**src/rtl/mul_opnd_fifo_pkg.sv**
```systemverilog
// Shared multpool definitions: default bus offsets, status/control bit map.
package mul_opnd_fifo_pkg;

  localparam logic [15:0] MP_CFG_ADDR = 16'h0000;
  localparam logic [15:0] MP_STS_ADDR = 16'h0004;

  // Status word bit positions
  localparam int unsigned STS_EMPTY_BIT = 0;
  localparam int unsigned STS_FULL_BIT  = 1;
  localparam int unsigned STS_OVF_BIT   = 2;
  localparam int unsigned STS_CNT_LSB   = 3;
  localparam int unsigned STS_CNT_W     = 7;

  // Control write bit positions
  localparam int unsigned CTL_FLUSH_BIT   = 0;
  localparam int unsigned CTL_CLR_OVF_BIT = 1;

  // Assemble the 32-bit status word; unused bits read as zero.
  function automatic logic [31:0] sts_pack(input logic [STS_CNT_W-1:0] cnt,
                                           input logic ovf,
                                           input logic full,
                                           input logic empty);
    logic [31:0] w;
    w = '0;
    w[STS_EMPTY_BIT]               = empty;
    w[STS_FULL_BIT]                = full;
    w[STS_OVF_BIT]                 = ovf;
    w[STS_CNT_LSB +: STS_CNT_W]    = cnt;
    return w;
  endfunction

endpackage

```
**src/rtl/mul_fifo_ram.sv**
```systemverilog
// Operand storage: synchronous write, asynchronous read, no reset.
module mul_fifo_ram #(
  parameter int unsigned DEPTH = 16,
  parameter int unsigned WIDTH = 256
) (
  input  logic                     i_clk,
  input  logic                     i_we,
  input  logic [$clog2(DEPTH)-1:0] i_waddr,
  input  logic [WIDTH-1:0]         i_wdata,
  input  logic [$clog2(DEPTH)-1:0] i_raddr,
  output logic [WIDTH-1:0]         o_rdata
);

  logic [WIDTH-1:0] r_mem [DEPTH];

  // Write port
  always_ff @(posedge i_clk) begin
    if (i_we) r_mem[i_waddr] <= i_wdata;
  end

  assign o_rdata = r_mem[i_raddr];

endmodule

```
**src/rtl/mul_opnd_fifo.sv**
```systemverilog
// Operand-pair FIFO between the bus and the multpool, first-word fall-through.
module mul_opnd_fifo
  import mul_opnd_fifo_pkg::*;
#(
  parameter logic [15:0] CFG_ADDR = MP_CFG_ADDR,
  parameter logic [15:0] STS_ADDR = MP_STS_ADDR,
  parameter int unsigned DEPTH    = 16,
  parameter int unsigned DWIDTH   = 128
) (
  input  logic                  hclk,
  input  logic                  hreset,
  input  logic                  wr_en,
  input  logic [31:0]           wr_addr,
  input  logic [2*DWIDTH-1:0]   wdata,
  input  logic                  rd_en,
  input  logic [31:0]           rd_addr,
  output logic [31:0]           rdata,
  output logic                  rd_en_out,
  output logic                  opnd_valid,
  input  logic                  opnd_ready,
  output logic [DWIDTH-1:0]     opnd_a,
  output logic [DWIDTH-1:0]     opnd_b,
  output logic                  fifo_full,
  output logic                  fifo_empty,
  output logic                  ovf_err
);

  localparam int unsigned AW = $clog2(DEPTH);
  localparam logic [AW:0] PTR_ONE = {{AW{1'b0}}, 1'b1};

  logic [AW:0]          r_wr_ptr;
  logic [AW:0]          r_rd_ptr;
  logic                 r_ovf;
  logic [31:0]          r_rdata;

  logic                 w_push;
  logic                 w_pop;
  logic                 w_sts_wr;
  logic                 w_flush;
  logic                 w_clr_ovf;
  logic                 w_push_ok;
  logic                 w_drop;
  logic                 w_full;
  logic                 w_empty;
  logic [AW:0]          w_count;
  logic [2*DWIDTH-1:0]  w_head;
  logic                 w_unused;

  assign w_push    = wr_en && (wr_addr[15:0] == CFG_ADDR);
  assign w_sts_wr  = wr_en && (wr_addr[15:0] == STS_ADDR);
  assign w_flush   = w_sts_wr && wdata[CTL_FLUSH_BIT];
  assign w_clr_ovf = w_sts_wr && wdata[CTL_CLR_OVF_BIT];

  assign w_empty   = (r_wr_ptr == r_rd_ptr);
  assign w_full    = (r_wr_ptr[AW] != r_rd_ptr[AW]) &&
                     (r_wr_ptr[AW-1:0] == r_rd_ptr[AW-1:0]);
  assign w_count   = r_wr_ptr - r_rd_ptr;

  assign w_pop     = !w_empty && opnd_ready;
  // A full FIFO still takes a push when the head leaves in the same cycle.
  assign w_push_ok = w_push && (!w_full || w_pop);
  assign w_drop    = w_push && w_full && !w_pop;

  assign w_unused  = ^{wr_addr[31:16], rd_addr[31:16]};

  mul_fifo_ram #(
    .DEPTH (DEPTH),
    .WIDTH (2*DWIDTH)
  ) u_ram (
    .i_clk   (hclk),
    .i_we    (w_push_ok),
    .i_waddr (r_wr_ptr[AW-1:0]),
    .i_wdata (wdata),
    .i_raddr (r_rd_ptr[AW-1:0]),
    .o_rdata (w_head)
  );

  // Pointer update; flush wins over a same-cycle pop
  always_ff @(posedge hclk) begin
    if (hreset || w_flush) begin
      r_wr_ptr <= '0;
      r_rd_ptr <= '0;
    end else begin
      if (w_push_ok) r_wr_ptr <= r_wr_ptr + PTR_ONE;
      if (w_pop)     r_rd_ptr <= r_rd_ptr + PTR_ONE;
    end
  end

  // Sticky overflow flag, set-dominant over clear
  always_ff @(posedge hclk) begin
    if (hreset)         r_ovf <= 1'b0;
    else if (w_drop)    r_ovf <= 1'b1;
    else if (w_clr_ovf) r_ovf <= 1'b0;
  end

  // Registered status read data, zero when not addressed
  always_ff @(posedge hclk) begin
    if (hreset)         r_rdata <= '0;
    else if (rd_en_out) r_rdata <= sts_pack(STS_CNT_W'(w_count), r_ovf, w_full, w_empty);
    else                r_rdata <= '0;
  end

  assign rd_en_out  = rd_en && (rd_addr[15:0] == STS_ADDR);
  assign rdata      = r_rdata;
  assign opnd_valid = !w_empty;
  assign opnd_a     = opnd_valid ? w_head[DWIDTH-1:0]        : '0;
  assign opnd_b     = opnd_valid ? w_head[2*DWIDTH-1:DWIDTH] : '0;
  assign fifo_full  = w_full;
  assign fifo_empty = w_empty;
  assign ovf_err    = r_ovf;

endmodule

```
**config.mk**
```make
export PLATFORM = sky130hd
export DESIGN_NAME = mul_opnd_fifo
export DESIGN_NICKNAME = d
export VERILOG_FILES = /design/src/rtl/mul_opnd_fifo_pkg.sv /design/src/rtl/mul_fifo_ram.sv /design/src/rtl/mul_opnd_fifo.sv
export SDC_FILE = /design/constraint.sdc
export NUM_CORES = 2
export LEC_CHECK = 0
export ABC_CLOCK_PERIOD_IN_PS = 29400
export BUFFER_PORTS_ARGS = -buffer_cell sky130_fd_sc_hd__buf_2
export CAP_MARGIN = 20
export CORE_UTILIZATION = 25
export CTS_CLUSTER_SIZE = 16
export DETAILED_ROUTE_END_ITERATION = 16
export PLACE_DENSITY = 0.36
export SLEW_MARGIN = 40
export SYNTH_ARGS = -nofsm -noshare
export SYNTH_HDL_FRONTEND = slang
export SYNTH_SLANG_ARGS = --single-unit
```
**constraint.sdc**
```tcl
create_clock -name hclk -period 29.4 [get_ports hclk]
set_clock_uncertainty 0.2 [all_clocks]
set_input_delay 4.41 -clock hclk [delete_from_list [all_inputs] [get_ports hclk]]
set_output_delay 4.41 -clock hclk [all_outputs]
set_load 0.005 [all_outputs]
```
==> impl_metrics.py <==
metrics = {
    "critical_path": {
        "crit_path_start_kind": "register",
        "critPathArrivalTime_ns": 6.97,
        "cp-end-kind": "output pin",
        "crit_type": "register to output pin",
        "worstPathRequired_ns": 24.79,
        "r2r_slack_ns": 23.50,
        "cp_max_fo": 46,
    },
    "timing": {
        "setup_tns_ns": 0,
        "hold_violations": 0,
        "setup_ws_ns": 17.82,
        "slew_headroom_pct": 39.00,
        "setup_viol": 0,
        "tightest_slew_ns": 0.9150,
        "slew_viol_final": 0,
        "min_period_ns": 11.58,
        "rsz0062_at_grt": "false",
        "fmax_ghz": 0.08636,
        "min_period_over_period_pct": 39.38,
    },
    "floorplanning": {
        "die-area_sq_um": 625600,
        "start_util_pct": 25.11,
        "rows": 289,
        "ios": 618,
        "core_area_sq_um": 619800,
        "die_w_um": 791.0,
        "die_h_um": 791.0,
    },
    "detailed_routing": {
        "finalWirelength_um": 444100,
        "post_drt_wl_per_cell_um": 27.72,
        "ant_nets": 0,
        "vias_per_cell": 4.410,
        "firstDrtPassIters": 5,
        "initialDrtViolationCount": 4450,
        "vias": 70660,
        "drc_errors": 0,
    },
    "outcome": {
        "status": "finished, final reports clean",
    },
    "run": {
        "drv_cap": 0,
    },
    "final_layout": {
        "final_nets": 7629,
        "drive_gt1_share_pct": 31.70,
        "seq_area_sq_um": 123500,
        "post-route-cell-area_sq_um": 184600,
        "multi_input_area_sq_um": 30770,
        "postLayoutCoreUtil_pct": 29.79,
        "fillerInstances": 60120,
        "area_growth_syn_to_layout_pct": 18.63,
    },
    "clock_network": {
        "htree_levels": 5,
        "cts_num_sinks": 4119,
        "cts-resized-gates": 0,
        "clkLatencyLatePin_ns": 1.03,
        "postCtsSetupBuffers": 0,
        "holdBufCountCts": 0,
        "cts_max_path_buffers": 4,
        "cts_root_buffer": "clkbuf_16",
        "clk_pin_slew_ns": 0.06,
        "cts_tree": "done",
        "cts-buffers-inserted": 465,
    },
    "place": {
        "placed_area_sq_um": 169600,
        "io_buffers": 561,
        "place_ws_ns": 18.39,
        "dp_hpwl_um": 235200,
        "gp_congestion": 0.6854,
    },
    "synthesis": {
        "ys_ff_latch": 4119,
        "synth-edff-count": 4096,
        "avgSynthCellArea_sq_um": 24.28,
        "ys_seq_area_share_pct": 79.34,
        "netlist_area_sq_um": 155600,
        "postSynthCellCount": 6409,
        "ys_types": 40,
        "synth_ff_type": "edfxtp_1",
        "synthArstFlopShare_pct": 0,
        "yosysWarnings": 0,
    },
    "power": {
        "pwr-share-comb_pct": 0.8,
        "sw_frac_of_total_pct": 20.42,
        "p_per_area_nw_per_um2": 65.84,
        "vdd_ir_drop_max_v": 0.00005957,
        "p_int_mw": 9.673,
        "cellLeakagePower_nw": 54.72,
        "power_frac_seq_pct": 53.1,
        "p_switching_mw": 2.482,
        "p_clk_share_pct": 46.1,
    },
    "grt": {
        "overflow": 0,
        "grt_use_total_pct": 13.88,
        "grt_pass1_wl_um": 616100,
        "grt_max_degree": 119,
        "antenna_found_initial": 163,
        "grt_pass1_vias": 77360,
    },
    "min_path": {
        "holdCritPathClass": "register to register",
    },
}
per-layer routing:
layer	vias to the layer above	routed length [um]	track usage, %
met5	-	484	0
met2	1486	222200	24.09
li1	29610	-	-
met3	763	26010	3.658
met1	38720	185900	17.43
met4	76	9461	2.843
cell type report:
class	count	share of cell area, %
antenna	35	0.04744
clock buffer	587	6.602
clock inverter	280	1.396
inverter	10	0.02033
multi-input combinational	1932	16.67
sequential	4119	66.88
tap	8293	5.621
timing repair buffer	766	2.764
kinds of logic (layout without fill, tap and decap cells):
group / after synthesis / in the layout / synth area share [%]
muxes: 1536 / 1536 / 18.11
adders and majority gates: 10 / 10 / 0.08523
AOI/OAI and AO/OA: 280 / 280 / 1.123
other: 1 / 59 / 0.002410
xor gates and xnor gates: 5 / 5 / 0.02815
buffers and inverters: 381 / 1643 / 1.036
DFF: 4119 / 4119 / 79.34
and+or+nand+nor: 77 / 77 / 0.2750
registers in the layout, indices dropped and copies added, names as in the netlist, named ones only:
| register | flops |
|---|---|
| ovf_err | 1 |
| r_rd_ptr | 5 |
| r_wr_ptr | 5 |
| rdata | 8 |
| u_ram.r_mem | 4096 |
cell usage in the layout (no fill, tap or decap), types with 7 or more instances in the layout:
| master | count |
|---|---|
| a21oi_1 | 9 |
| buf_12 | 29 |
| buf_16 | 8 |
| buf_2 | 561 |
| buf_4 | 110 |
| buf_6 | 54 |
| bufinv_16 | 31 |
| clkbuf_1 | 116 |
| clkbuf_16 | 468 |
| clkinv_1 | 130 |
| clkinv_16 | 19 |
| clkinv_2 | 81 |
| conb_1 | 24 |
| dfxtp_1 | 20 |
| diode_2 | 35 |
| edfxtp_1 | 4096 |
| ha_1 | 9 |
| inv_1 | 10 |
| inv_6 | 7 |
| mux2i_1 | 512 |
| mux4_2 | 1024 |
| nor2_1 | 13 |
| nor2_4 | 11 |
| o22ai_1 | 253 |
power groups by stage:
| stage | Sequential, mW | Combinational (mW) | Clock, mW |
|---|---|---|---|
| after floorplan | 6.58 | 0.00394 | 0 |
| after global placement | 6.58 | 0.0833 | 0 |
| after detailed placement | 6.58 | 0.0934 | 0 |
| after CTS | 6.45 | 0.0933 | 5.79 |
| after global routing | 6.45 | 0.104 | 6.00 |
| final | 6.45 | 0.0921 | 5.61 |
final timing paths:
path | startpoint | endpoint | depth (start not counted)
worst max register to register | r_wr_ptr[2]$_SDFFE_PP0P_ | u_ram.r_mem[9][69]$_DFFE_PP_ | 9
worst max-delay path | register | opnd_b[3] | 11
worst min register to register | ovf_err$_SDFFE_PP0P_ | rdata[2]$_SDFF_PP0_ | 2
worst min-delay path | ovf_err$_SDFFE_PP0P_ | rdata[2]$_SDFF_PP0_ | 2
cell usage after synthesis, types with 9 or more instances:
| cell type | count | area share [%] |
|---|---|---|
| a21oi_1 | 9 | 0.029 |
| buf_1 | 69 | 0.17 |
| buf_2 | 73 | 0.23 |
| buf_4 | 24 | 0.12 |
| clkbuf_1 | 205 | 0.49 |
| dfxtp_1 | 23 | 0.30 |
| edfxtp_1 | 4096 | 79 |
| ha_1 | 9 | 0.072 |
| inv_1 | 10 | 0.024 |
| mux2i_1 | 512 | 3.3 |
| mux4_2 | 1024 | 15 |
| nor2_1 | 24 | 0.058 |
| nor3_1 | 10 | 0.032 |
| o22ai_1 | 256 | 1.0 |
critical path, stage by stage (launching register included):
cell and delay (ns):
dfxtp_4 0.75, buf_6 0.61, buf_4 0.58, buf_4 0.46, buf_12 0.26, buf_6 0.54, buf_6 0.56, buf_6 0.66
mux4_2 0.59, mux2i_1 0.20, o22ai_1 0.21, buf_2 0.23
stage by stage:
step / power, mW / instances / hold slack [ns]
floorplan: 6.584 / 6432 / 0.2545
global placement: 6.659 / 15100 / 0.2730
detailed placement: 6.669 / 15120 / 0.2582
CTS: 12.34 / 15980 / 0.2732
global route: 12.55 / 15990 / 0.3015
finish: 12.16 / 16020 / 0.2755
No activity file was read; power rests on OpenSTA's default activity.
